`config.mk`:
```
export PLATFORM = sky130hd
export DESIGN_NAME = lsu_core
export DESIGN_NICKNAME = d
export VERILOG_FILES = /design/src/rtl/lsu_core_pkg.sv /design/src/rtl/lsu_align.sv /design/src/rtl/lsu_core.sv
export SDC_FILE = /design/constraint.sdc
export NUM_CORES = 1
export LEC_CHECK = 0
export CORE_MARGIN = 2
export CORE_UTILIZATION = 46
export CTS_CLUSTER_SIZE = 10
export DETAILED_ROUTE_END_ITERATION = 6
export PLACE_DENSITY = 0.86
export REMOVE_ABC_BUFFERS = 1
export SYNTH_ARGS = -nofsm -noshare
export SYNTH_HDL_FRONTEND = slang
export SYNTH_SLANG_ARGS = --single-unit
```
`constraint.sdc`:
```
create_clock -name clk_i -period 2.5 [get_ports clk_i]
set_clock_uncertainty 0.1 [all_clocks]
set_input_delay 0.625 -clock clk_i [delete_from_list [all_inputs] [get_ports clk_i]]
set_output_delay 0.625 -clock clk_i [all_outputs]
set_load 0.05 [all_outputs]
```
`src/rtl/lsu_core_pkg.sv`:
```
// Shared funct3 codes, FSM state encoding and helpers for the load/store unit.
package lsu_core_pkg;

    localparam logic [2:0] F3_LB  = 3'b000;
    localparam logic [2:0] F3_LH  = 3'b001;
    localparam logic [2:0] F3_LW  = 3'b010;
    localparam logic [2:0] F3_LD  = 3'b011;
    localparam logic [2:0] F3_LBU = 3'b100;
    localparam logic [2:0] F3_LHU = 3'b101;
    localparam logic [2:0] F3_LWU = 3'b110;

    localparam logic [2:0] F3_SB  = 3'b000;
    localparam logic [2:0] F3_SH  = 3'b001;
    localparam logic [2:0] F3_SW  = 3'b010;
    localparam logic [2:0] F3_SD  = 3'b011;

    typedef enum logic [1:0] {
        S_IDLE = 2'd0,
        S_REQ  = 2'd1,
        S_WAIT = 2'd2,
        S_ERR  = 2'd3
    } lsu_state_e;

    // Byte-enable pattern for an access of 2**size bytes, before lane shifting.
    function automatic logic [7:0] size_mask(input logic [2:0] funct3);
        case (funct3)
            F3_SB:   return 8'h01;
            F3_SH:   return 8'h03;
            F3_SW:   return 8'h0F;
            default: return 8'hFF;
        endcase
    endfunction

endpackage

```
`src/rtl/lsu_align.sv`:
```
// Combinational lane logic: legality check, store shift/strobes, load extract/extend.
module lsu_align
    import lsu_core_pkg::*;
#(
    parameter int XLEN   = 64,
    parameter int ADDR_W = 64,
    localparam int OFF_W  = $clog2(XLEN / 8),
    localparam int STRB_W = XLEN / 8
) (
    input  logic              is_load,
    input  logic              is_store,
    input  logic [2:0]        funct3,
    input  logic [ADDR_W-1:0] addr,
    input  logic [XLEN-1:0]   wdata,
    input  logic [2:0]        rsp_funct3,
    input  logic [OFF_W-1:0]  rsp_off,
    input  logic [XLEN-1:0]   rdata,
    output logic              legal,
    output logic [ADDR_W-1:0] lane_addr,
    output logic [XLEN-1:0]   wdata_sh,
    output logic [STRB_W-1:0] wstrb,
    output logic [XLEN-1:0]   rdata_ext
);

    logic [OFF_W-1:0] off;
    logic             misalign;
    logic             bad_code;
    logic             bad_xlen;
    logic [XLEN-1:0]  sh;

    assign off = addr[OFF_W-1:0];

    always_comb begin
        case (funct3[1:0])
            2'b01:   misalign = addr[0];
            2'b10:   misalign = |addr[1:0];
            2'b11:   misalign = |addr[2:0];
            default: misalign = 1'b0;
        endcase
        if (is_store)
            bad_code = funct3 > F3_SD;
        else if (is_load)
            bad_code = funct3 == 3'b111;
        else
            bad_code = 1'b1;
        // Doubleword and LWU have no meaning on a 32-bit datapath.
        bad_xlen = (XLEN == 32) && (funct3 == F3_LD || funct3 == F3_LWU);
        legal    = !(misalign || bad_code || bad_xlen);
    end

    assign lane_addr = addr & ~ADDR_W'(STRB_W - 1);
    assign wdata_sh  = wdata << {off, 3'b000};
    assign wstrb     = is_store ? (STRB_W'(size_mask(funct3)) << off) : '0;

    assign sh = rdata >> {rsp_off, 3'b000};

    always_comb begin
        case (rsp_funct3)
            F3_LB:   rdata_ext = XLEN'($signed(sh[7:0]));
            F3_LBU:  rdata_ext = XLEN'(sh[7:0]);
            F3_LH:   rdata_ext = XLEN'($signed(sh[15:0]));
            F3_LHU:  rdata_ext = XLEN'(sh[15:0]);
            F3_LW:   rdata_ext = XLEN'($signed(sh[31:0]));
            F3_LWU:  rdata_ext = XLEN'(sh[31:0]);
            default: rdata_ext = sh;
        endcase
    end

endmodule

```
`src/rtl/lsu_core.sv`:
```
// MEM-stage load/store unit: one outstanding access over a req/gnt/rvalid bus.
module lsu_core
    import lsu_core_pkg::*;
#(
    parameter int XLEN   = 64,
    parameter int ADDR_W = 64
) (
    input  logic                clk_i,
    input  logic                rst_n_i,
    input  logic                req_valid_i,
    output logic                req_ready_o,
    input  logic                is_load_i,
    input  logic                is_store_i,
    input  logic [2:0]          funct3_i,
    input  logic [ADDR_W-1:0]   addr_i,
    input  logic [XLEN-1:0]     wdata_i,
    output logic                rsp_valid_o,
    output logic [XLEN-1:0]     rdata_o,
    output logic                err_o,
    output logic                mem_req_o,
    output logic                mem_we_o,
    output logic [ADDR_W-1:0]   mem_addr_o,
    output logic [XLEN-1:0]     mem_wdata_o,
    output logic [XLEN/8-1:0]   mem_wstrb_o,
    input  logic                mem_gnt_i,
    input  logic                mem_rvalid_i,
    input  logic [XLEN-1:0]     mem_rdata_i
);

    localparam int OFF_W = $clog2(XLEN / 8);

    lsu_state_e          state;
    logic                ld_q;
    logic [2:0]          f3_q;
    logic [OFF_W-1:0]    off_q;
    logic                legal;
    logic                done;
    logic [ADDR_W-1:0]   lane_addr;
    logic [XLEN-1:0]     wdata_sh;
    logic [XLEN/8-1:0]   wstrb;
    logic [XLEN-1:0]     rdata_ext;

    // Request side works on the live inputs; response side on the registered request.
    lsu_align #(.XLEN(XLEN), .ADDR_W(ADDR_W)) u_align (
        .is_load    (is_load_i),
        .is_store   (is_store_i),
        .funct3     (funct3_i),
        .addr       (addr_i),
        .wdata      (wdata_i),
        .rsp_funct3 (f3_q),
        .rsp_off    (off_q),
        .rdata      (mem_rdata_i),
        .legal      (legal),
        .lane_addr  (lane_addr),
        .wdata_sh   (wdata_sh),
        .wstrb      (wstrb),
        .rdata_ext  (rdata_ext)
    );

    assign done = mem_rvalid_i &&
                  ((state == S_WAIT) || (state == S_REQ && mem_gnt_i));

    always_ff @(posedge clk_i or negedge rst_n_i) begin
        if (!rst_n_i) begin
            state       <= S_IDLE;
            req_ready_o <= 1'b1;
            rsp_valid_o <= 1'b0;
            rdata_o     <= '0;
            err_o       <= 1'b0;
            mem_req_o   <= 1'b0;
            mem_we_o    <= 1'b0;
            mem_addr_o  <= '0;
            mem_wdata_o <= '0;
            mem_wstrb_o <= '0;
            ld_q        <= 1'b0;
            f3_q        <= '0;
            off_q       <= '0;
        end else begin
            rsp_valid_o <= 1'b0;
            case (state)
                S_IDLE: begin
                    if (req_valid_i) begin
                        req_ready_o <= 1'b0;
                        ld_q        <= is_load_i;
                        f3_q        <= funct3_i;
                        off_q       <= addr_i[OFF_W-1:0];
                        if (legal) begin
                            state       <= S_REQ;
                            mem_req_o   <= 1'b1;
                            mem_we_o    <= is_store_i;
                            mem_addr_o  <= lane_addr;
                            mem_wdata_o <= is_store_i ? wdata_sh : '0;
                            mem_wstrb_o <= wstrb;
                        end else begin
                            state       <= S_ERR;
                            rsp_valid_o <= 1'b1;
                            err_o       <= 1'b1;
                        end
                    end
                end
                S_REQ: begin
                    if (mem_gnt_i) begin
                        mem_req_o <= 1'b0;
                        state     <= S_WAIT;
                    end
                end
                S_WAIT: ;
                S_ERR: begin
                    state       <= S_IDLE;
                    req_ready_o <= 1'b1;
                    err_o       <= 1'b0;
                end
                default: state <= S_IDLE;
            endcase
            // Completion overrides the REQ->WAIT step when gnt and rvalid coincide.
            if (done) begin
                state       <= S_IDLE;
                req_ready_o <= 1'b1;
                rsp_valid_o <= 1'b1;
                err_o       <= 1'b0;
                if (ld_q)
                    rdata_o <= rdata_ext;
            end
        end
    end

endmodule

```
; Yosys cells after proc, flatten, opt, wreduce, memory -nomap -nowiden
; Index checks and enable logic that the tools add are counted.
[op_classes]
addsub = 0
multipliers = 0
div = 0
magnitude_cmp = 1
n_eq_ne = 20
n_shift = 3
n_mux = 27
bitwise_logic = 1
n_reduce_logical = 19
[op_table]
columns = operator, count
row1 = case mux 64 bit (6 select lines), 1
row2 = 2-to-1 mux 64 bit, 1
row3 = left shift 64 x 6 -> 64 bit, 1
row4 = >> shifter 64 x 6 -> 64 bit, 1
row5 = case mux 8 bit (3 select lines), 1
row6 = 2-to-1 mux 1 bit, 14
row7 = equality test 3 bit (second input constant), 4
row8 = AND reduction 3 bit, 3
row9 = equality test 2 bit (second input constant), 4
row10 = 2-to-1 mux 2 bit, 4
row11 = 2-to-1 mux 8 bit, 1
row12 = left shift 8 x 3 -> 8 bit, 1
row13 = equality test 3 x 1 -> 1 bit (second input constant), 2
row14 = equality test 3 x 2 -> 1 bit (second input constant), 2
row15 = zero test 3 bit, 2
row16 = != test 2 bit (second input constant), 3
row17 = != test 3 bit (second input constant), 2
row18 = case mux 1 bit (2 select lines), 3
row19 = case mux 2 bit (3 select lines), 1
row20 = AND reduction 2 bit, 3
row21 = equality test 2 x 1 -> 1 bit (second input constant), 2
row22 = AND reduction 4 bit, 1
row23 = nonzero test 4 bit, 1
row24 = greater-than comparator 3 x 2 -> 1 bit (second input constant), 1
row25 = 10 further kinds, 12
[word_totals]
reg_bits = 211
latch_bits = 0
ram_bits = 0
mem_bits_ro = 0
in_bits = 202
elab_cells = 84
n_memories = 0

; Logic depth before layout (Yosys ltp)
[logic_depth]
ltp_word = 8
mapped_depth = 10
ltp_nobuf = 7

; By module
; From an unflattened synthesis, not the netlist that was laid out.
[unflattened]
hier_cells = 1285
hier_area_um2 = 13161.4
[by_module_without_submodules]
columns = module, n_inst, cells_each, area_each_um2
row1 = lsu_core, 1, 621, 8589.5
row2 = lsu_align, 1, 664, 4571.9

; Worst setup path before layout
; Ideal clock, no wire load.
[synth_path]
path_kind = input to register
from = in addr_i[1]
to = reg mem_wdata_o[48]
setup_ns = 0.121
t_arrival_ns = 2.083
t_required_ns = 2.279
setup_slack_ns = 0.196
cell_stages = 7
path_buffers = 3
cell_sequence = clkbuf_1 -> or2_1 -> a221oi_4 -> nand3_2 -> clkbuf_1 -> buf_2 -> a22o_1
[synth_between]
elab_chain_cells = 5
elab_cells_between_ends = 8
classes_between = shift (1) / mux (2) / bitwise (1) / reduce/logical (4)
[synth_lines]
columns = item, line_no
row1 = start: declaration, lsu_core.sv:15  ; input logic [ADDR_W-1:0] addr_i,
row2 = "parallel branches: the longest is 5 deep, another holds left shift 64 x 6 -> 64 bit", n/a
row3 = end signal: assignment, lsu_core.sv:92  ; mem_wdata_o <= is_store_i ? wdata_sh : '0;
row4 = end: declaration, lsu_core.sv:23  ; output logic [XLEN-1:0] mem_wdata_o,
; Several ways; the timed one is not identified.
; A chain may end at the register's enable or synchronous reset.

; Final worst setup path
[layout_path]
from = reg mem_wstrb_o[1]
to = out mem_wstrb_o[1]
[layout_rtl]
columns = item, line_no
row1 = start: declaration, lsu_core.sv:24  ; output logic [XLEN/8-1:0] mem_wstrb_o,
row2 = start signal: assignment, lsu_core.sv:93  ; mem_wstrb_o <= wstrb;
; No word-level cell between the ends.

==> reports/metrics.cfg <==
[cells_and_area]
final_cell_area_mm2=0.0172
fillCellCount=1802
drive_gt1_share_pct=17.2
area_delta_synth_final_pct=47.2
fin_nets=1724
multi_input_area_mm2=0.00589
seq_area_mm2=0.00528
post-route-util_pct=68.7

[timing]
drv_slew=0
final_period_minus_worst_setup_slack_ns=2.48
max_freq_ghz=0.404
relSlewSlack_pct=59.8
setup_viol=0
fin_tns_setup_ns=0
fin_crit_sh_pct=99.0
worstMarginPinSlew_ns=0.602
worst_slack_ns=0.0239
hold_viol_final=0
whs_ns=0.378

[global_route]
antenna_found_initial=4
grt_first_pass_wirelength_um=62000
grt_pass1_vias=11027
grtUsageTotal_pct=30.0
grt-ovfl-total=0
grt_max_degree=75

[detailed_routing]
via_count=10801
post-route-drc-count=0
via_per_inst=5.79
postRouteAntennaNets=0
drt_pass1_iterations=6
drt_iter0_drc=768
drt_wl_total_um=41300
wire_per_inst_um=22.2

[power_and_ir_drop]
p_leak_nw=7.38
power.density_mw_per_mm2=1350
peakVddDrop_mv=0.860

[clock_tree]
cts-root-buf=clkbuf_16
cts_htree_levels=1
cts_max_path_buffers=3
numCtsBuffers=26
insertion_delay_ns=0.52
cts_tree=done
cts_num_sinks=211
path_clk_slew_ns=0.06

[setup_path]
cp-end-kind=output port
worstSetupPathType=flip-flop to output port
cp_max_fo=2
cp.arrival_ns=1.75
crit_family=buffers and inverters
cp_num_buf_inv=1
start_kind=flip-flop
path_cells=clkdlybuf4s50_1
required_ns=1.77
worst_path_max_delay_cell=clkdlybuf4s50_1
max_stage_delay_ns=0.84

[floorplanning]
std_cell_rows=58
io_pins=407
dieArea_mm2=0.0267
initial_core_util_pct=46.7
core-area_mm2=0.0250
die_w_um=163
die_h_um=163

[placed_design]
place_area_mm2=0.0164
placement.io_buffers=403
place.gp.congestion=0.914
place_ws_ns=-0.348
dp_hpwl_um=30800

[yosys]
netlist_top_cells_area=dfrtp_1, mux2_2, mux2i_1
async_flop_share_pct=100
netlist_area_mm2=0.0117
yosysSeqAreaShare_pct=45.2
ys.flop_type=dfrtp_1
synth_area_per_cell_um2=10.6
synth_cell_types=62
yosysWarnings=0
ys_ff_latch=211
netlist.area_leader.share_pct=45.0
synthCells=1106
synth_edf_count=0
yosys.area.top_type=dfrtp_1

[flow_run]
cap_violations=0

[status]
run_status=completed

[min_path]
hp-class=flip-flop to flip-flop

[final timing paths]
check                                      from              end  slack (ns)  cells after the start
worst max-delay path             mem_wstrb_o[1]   mem_wstrb_o[1]        0.02                      1
worst min-delay path            mem_wdata_o[31]  mem_wdata_o[31]        0.38                      2
worst max register to register         off_q[2]      rdata_o[45]        0.17                      7
worst min register to register  mem_wdata_o[31]  mem_wdata_o[31]        0.38                      2
max in group asynchronous               rst_n_i      req_ready_o        0.98                      3
min in group asynchronous               rst_n_i       rdata_o[3]        0.55                      2
[through the flow]
stage / total power [mW] / instances
after floorplan: 14.6 / 1011
final: 23.3 / 1864
after CTS: 23.3 / 1859
after global placement: 19.5 / 1818
after detailed placement: 19.9 / 1818
after global routing: 24.3 / 1863
[layer usage]
metal	vias to the layer above	track usage [%]	wire length, um
met1	5261	35.7	15200
li1	4820	-	-
met4	0	17.6	2720
met3	165	5.79	3160
met2	555	50.6	20300
met5	-	0	0
[cell families (layout without fill, tap and decap cells)]
group / count (synthesis) / after routing / share of synthesized area, %
muxes: 224 / 224 / 24.3
buffers and inverters: 111 / 532 / 4.57
other: 1 / 8 / 0.0321
and+or+nand+nor: 305 / 305 / 11.1
adders and majority gates: 5 / 5 / 0.535
AOI/OAI and AO/OA: 249 / 249 / 14.2
DFF: 211 / 211 / 45.2
[layout by cell type, fill, tap and decap left out, types with 39 or more instances in the layout]
cell type	n
a21oi_1	39
a31oi_1	53
buf_4	63
clkdlybuf4s50_1	379
dfrtp_1	208
mux2_2	90
mux2i_1	94
mux4_2	39
nand2_1	121
nor2_1	131
o21ai_0	67
[timing repair]
item,4_1_cts,5_1_grt
setup endpoints to repair,4,13
resized for setup,4,13
hold buffers,1,0
hold endpoints to repair,60,0
gates cloned,0,0
buffers inserted,0,0
[area by class of cell]
cell class | instances | share of cell area, %
antenna | 5 | 0.0727
tap | 330 | 2.40
clock inverter | 2 | 0.145
clock buffer | 38 | 4.22
multi-input combinational | 786 | 34.2
timing repair buffer | 478 | 27.9
sequential | 211 | 30.7
inverter | 14 | 0.305
[flip-flops by register name, indices dropped and copies added, names as in the netlist]
register / flops
mem_wdata_o: 64
off_q: 3
mem_req_o: 1
mem_addr_o: 61
mem_we_o: 1
rsp_valid_o: 1
err_o: 1
req_ready_o: 1
ld_q: 1
f3_q: 3
mem_wstrb_o: 8
state: 2
rdata_o: 64
[report_power, final]
group          internal, mW  switching [mW]
combinational          5.13            8.88
sequential             4.92           0.966
clock                  1.98            1.43
[cell usage after synthesis (all sizes together) (34+ instances only)]
cell    instances
a21oi          39
a22o           34
a31oi          54
buf            55
clkbuf         42
dfrtp         210
mux2           90
mux2i          95
mux4           39
nand2         121
nor2          132
o21ai          68
Note: power is estimated with default switching activity, not from simulation.
